### src/rtl/cache_mem_arbiter.sv
// Shares one main-memory port between the I-cache (m0) and D-cache (m1) controllers; round-robin, one transaction in flight.
// Latency: accept -> mem_req_valid next cycle, >=3 cycles per transaction; backpressure via req/resp ready on both sides.
module cache_mem_arbiter #(
  parameter int BLOCK_SIZE = 128,
  parameter int ADDR_W     = 32
) (
  input  logic                  clk,
  input  logic                  rst,
  input  logic                  m0_req_valid,
  output logic                  m0_req_ready,
  input  logic                  m0_write,
  input  logic [ADDR_W-1:0]     m0_addr,
  input  logic [BLOCK_SIZE-1:0] m0_wdata,
  output logic                  m0_resp_valid,
  input  logic                  m0_resp_ready,
  output logic [BLOCK_SIZE-1:0] m0_rdata,
  input  logic                  m1_req_valid,
  output logic                  m1_req_ready,
  input  logic                  m1_write,
  input  logic [ADDR_W-1:0]     m1_addr,
  input  logic [BLOCK_SIZE-1:0] m1_wdata,
  output logic                  m1_resp_valid,
  input  logic                  m1_resp_ready,
  output logic [BLOCK_SIZE-1:0] m1_rdata,
  output logic                  mem_req_valid,
  input  logic                  mem_req_ready,
  output logic                  mem_write,
  output logic [ADDR_W-1:0]     mem_addr,
  output logic [BLOCK_SIZE-1:0] mem_wdata,
  input  logic                  mem_resp_valid,
  output logic                  mem_resp_ready,
  input  logic [BLOCK_SIZE-1:0] mem_rdata,
  output logic                  grant_id,
  output logic                  busy
);

  typedef enum logic [1:0] {IDLE, REQ, RESP} state_t;

  state_t state, state_nxt;
  logic   last_grant;
  logic   winner;
  logic   any_valid;
  logic   accept;
  logic   resp_done;
  logic   in_resp;

  // Only one requester valid wins outright; a tie goes to whoever was not served last.
  always_comb begin
    any_valid = m0_req_valid | m1_req_valid;
    if (m0_req_valid && m1_req_valid) winner = ~last_grant;
    else                              winner = ~m0_req_valid;
  end

  assign in_resp   = (state == RESP);
  assign accept    = (state == IDLE) && any_valid;
  assign resp_done = in_resp && mem_resp_valid && mem_resp_ready;

  always_ff @(posedge clk or negedge rst) begin
    if (!rst) state <= IDLE;
    else      state <= state_nxt;
  end

  always_comb begin
    state_nxt = state;
    case (state)
      IDLE:    if (accept)        state_nxt = REQ;
      REQ:     if (mem_req_ready) state_nxt = RESP;
      RESP:    if (resp_done)     state_nxt = IDLE;
      default:                    state_nxt = IDLE;
    endcase
  end

  // Ready is qualified by rst so nothing handshakes while reset is held.
  always_comb begin
    m0_req_ready   = rst && (state == IDLE) && any_valid && !winner;
    m1_req_ready   = rst && (state == IDLE) && any_valid &&  winner;
    mem_req_valid  = (state == REQ);
    mem_resp_ready = in_resp && (grant_id ? m1_resp_ready : m0_resp_ready);
    m0_resp_valid  = in_resp && !grant_id && mem_resp_valid;
    m1_resp_valid  = in_resp &&  grant_id && mem_resp_valid;
    m0_rdata       = (in_resp && !grant_id) ? mem_rdata : '0;
    m1_rdata       = (in_resp &&  grant_id) ? mem_rdata : '0;
    busy           = (state != IDLE);
  end

  // Command is captured at accept and held so the memory side sees stable fields.
  always_ff @(posedge clk or negedge rst) begin
    if (!rst) begin
      mem_write  <= 1'b0;
      mem_addr   <= '0;
      mem_wdata  <= '0;
      grant_id   <= 1'b0;
      last_grant <= 1'b1;
    end else begin
      if (accept) begin
        grant_id  <= winner;
        mem_write <= winner ? m1_write : m0_write;
        mem_addr  <= winner ? m1_addr  : m0_addr;
        mem_wdata <= winner ? m1_wdata : m0_wdata;
      end
      if (resp_done) last_grant <= grant_id;
    end
  end

endmodule

### config.mk
export PLATFORM = sky130hd
export DESIGN_NAME = cache_mem_arbiter
export DESIGN_NICKNAME = d
export VERILOG_FILES = /design/src/rtl/cache_mem_arbiter.sv
export SDC_FILE = /design/constraint.sdc
export NUM_CORES = 1
export LEC_CHECK = 0
export ABC_CLOCK_PERIOD_IN_PS = 2350
export CORE_AREA = 8 8 338 340
export DETAILED_ROUTE_END_ITERATION = 7
export DIE_AREA = 0 0 346 348
export HOLD_SLACK_MARGIN = 0.1
export SLEW_MARGIN = 5
export SYNTH_ARGS = -nofsm -noshare
export SYNTH_HDL_FRONTEND = slang
export SYNTH_SLANG_ARGS = --single-unit
### constraint.sdc
create_clock -name clk -period 2.35 [get_ports clk]
set_clock_uncertainty 0.15 [all_clocks]
set_input_delay 0.3525 -clock clk [delete_from_list [all_inputs] [get_ports clk]]
set_output_delay 0.3525 -clock clk [all_outputs]
set_load 0.05 [all_outputs]
==> out/metrics.yaml <==
sta:
  final-setup-viol-count: 257
  relSlewSlack_pct: 60.3
  min_period_ns: 2.52
  finalCritPeriodShare_pct: 107
  tightest_slew_ns: 0.594
  hold_viol_final: 0
  fmax_mhz: 397
  rsz0062_at_grt: "yes"
  layout_setup_ws_ns: -0.167
  drv_slew: 0
power:
  p_int_uw: 15100
  comb_power_share_pct: 72.9
  switching_share_pct: 51.9
  powerDensity_nw_per_um2: 1230
  p_leak_uw: 0.00970
  p_switching_uw: 16300
  p_clk_share_pct: 9.8
  power_frac_seq_pct: 17.3
  ir_drop_uv: 532
finish:
  final_util_pct: 23.4
  syn2layout_area_growth_pct: 149
  multiInputGateArea_sq_um: 6070
  final_common_cell: "clkdlybuf4s50_1"
  final_layout_size_suffix_gt1_share_pct: 36.7
  nNetsFinal: 2413
  seq_area_sq_um: 4130
  final_cell_mix: "clkdlybuf4s50_1, buf_12, and2_4"
  fillers: 11600
grt:
  overflow: 0
  grt_max_degree: 89
  grt_first_pass_wirelength_um: 128000
  grt_pass1_vias: 13600
  grt_antenna_before_repair: 46
  grt_use_total_pct: 15.4
cts:
  cts_buffers: 17
  cts_root_buf: "clkbuf_16"
  clk_pin_slew_worst_paths_ns: 0.09
  htree_levels: 4
  cts_sinks: 165
  clock_latency_ns: 0.48
  cts_buffer_depth: 2
  cts_tree: "yes"
status:
  violations: "setup timing"
  status: "finished with violations"
synthesis:
  yosysSeqAreaShare_pct: 40.1
  synthesis.area_sq_um: 10300
  syn_area_per_cell_sq_um: 9.49
  ys_seq_elements: 165
  netlist_instances: 1085
  synth_area_leader_cell: "dfrtp_1"
  ys_types: 30
  synth.top_cell.area_share_pct: 39.9
  synthesis.nets: 1543
  synth_area_leaders: "dfrtp_1, and2_1, a311oi_1"
  yosys_warnings: 0
setup_path:
  crit_fanout: 20
  r2r-start: "state[1]"
  critical_path_class: "flop to primary output"
  startpoint_type: "flop"
  cp-end-kind: "primary output"
  r2r_end: "mem_wdata[29]"
  required_ns: 1.85
  arrival_ns: 2.01
  crit_start: "state[0]"
  r2r_setup_slack_ns: 0.23
  reg2reg_depth: 6
place:
  dp_hpwl_um: 80800
  gp_congestion: 0.949
  dpl_worst_slack_ns: -0.327
  io_buffers: 882
floorplanning:
  core_area_sq_um: 109000
  die-height_um: 348
  die_area_sq_um: 120000
  placementRows: 122
  initial_core_util_pct: 9.42
  ioPinCount: 883
  die_width_um: 346
min_path:
  hold_path_class: "input pin to async pin"
flow_run:
  maxCapViolations: 0
detailed_routing:
  wl_um: 100000
  postRouteAntennaNets: 0
  viasPerCell: 3.94
  drt_first_iter_violations: 901
  wire_per_inst_um: 29.4
  drc: 0
  drt_pre_antenna_iters: 5
  num_vias: 13400
-- flip-flops by register name, indices dropped and copies added, names as in the netlist --
| name | cells |
|---|---|
| mem_wdata | 128 |
| mem_addr | 32 |
| state | 2 |
| grant_id | 1 |
| last_grant | 1 |
| mem_write | 1 |
-- worst max-delay path, stage by stage (launching register included) --
cell,delay [ns]
dfrtp_1,0.40
nand2b_4,0.18
nor2_4,0.12
buf_6,0.11
buf_12,0.16
buf_16,0.17
and2_1,0.20
buf_12,0.14
-- cells in the mapped netlist --
library cell	n
a311oi_1	161
nor3b_1	1
a2bb2oi_2	10
dfrtp_1	164
nor2_4	1
clkbuf_1	91
and3_1	1
and2b_1	1
a2bb2oi_1	151
inv_1	2
o21ai_0	164
nand2_1	1
dfstp_2	1
mux2i_1	1
clkbuf_4	1
buf_1	7
buf_6	5
nand2b_1	3
nor2_8	1
mux2_2	1
buf_4	4
nor2b_1	1
nor3b_2	1
or2_1	1
o21ai_1	1
and2_1	258
buf_2	45
inv_2	1
or2_2	1
nor2_1	4
-- kinds of logic after synthesis --
logic type,share of synthesized area [%]
buffers and inverters,6.78
AND/OR/NAND/NOR,16.9
flip-flops,40.1
multiplexers,0.207
AO/OA/AOI/OAI,36.0
-- repair_timing --
item / CTS / global route
gates cloned: 9 / 9
hold buffers: 1 / 0
buffers inserted: 15 / 5
hold endpoints to repair: 165 / 0
resized for setup: 161 / 115
endpoints found under the setup margin: 260 / 260
pin swaps: 26 / 30
-- power by group through the flow --
stage	Sequential [uW]	Clock [uW]	Combinational, uW
after floorplan	9960	0	7020
after global placement	5460	0	21800
after detailed placement	5470	0	21900
after CTS	5450	3240	22800
after global routing	5630	3320	23900
final	5450	3080	22900
-- worst max-delay path by stage --
stage / end / slack (ns)
after global routing: m1_rdata[126] / -0.28
after global placement: m1_req_ready / -0.38
after CTS: m0_rdata[90] / -0.23
after floorplan: m1_req_ready / 0.01
after detailed placement: m1_req_ready / -0.33
final: m1_rdata[123] / -0.17
-- routing by layer --
layer | up-vias | GRT usage (%) | wire length [um]
met5 | - | 0 | 196
met4 | 30 | 2.01 | 838
met3 | 64 | 8.86 | 13300
met2 | 765 | 21.9 | 41700
met1 | 6669 | 20.4 | 44000
li1 | 5910 | - | -
-- cell type report --
cell class	instances	share of cell area, %
inverters	3	0.0635
diodes	15	0.147
clock inverters	12	0.562
flip-flops and latches	165	16.1
well taps	1426	6.97
repair buffers	1004	50.7
clock buffers	20	1.78
multi-input cells	764	23.7
-- metrics by stage --
stage	area (sq um)	setup TNS [ns]	std cells	total power (uW)	hold slack (ns)
global route	25600	-56.19	3396	32900	0.137
finish	25600	-24.80	3409	31400	0.175
CTS	25100	-41.55	3383	31500	0.118
detailed placement	23700	-11.89	3327	27300	0.0767
global placement	23700	-8.88	3327	27200	0.0774
floorplan	10300	0	1085	17000	-0.0931
No activity file was read; power rests on OpenSTA's default activity.
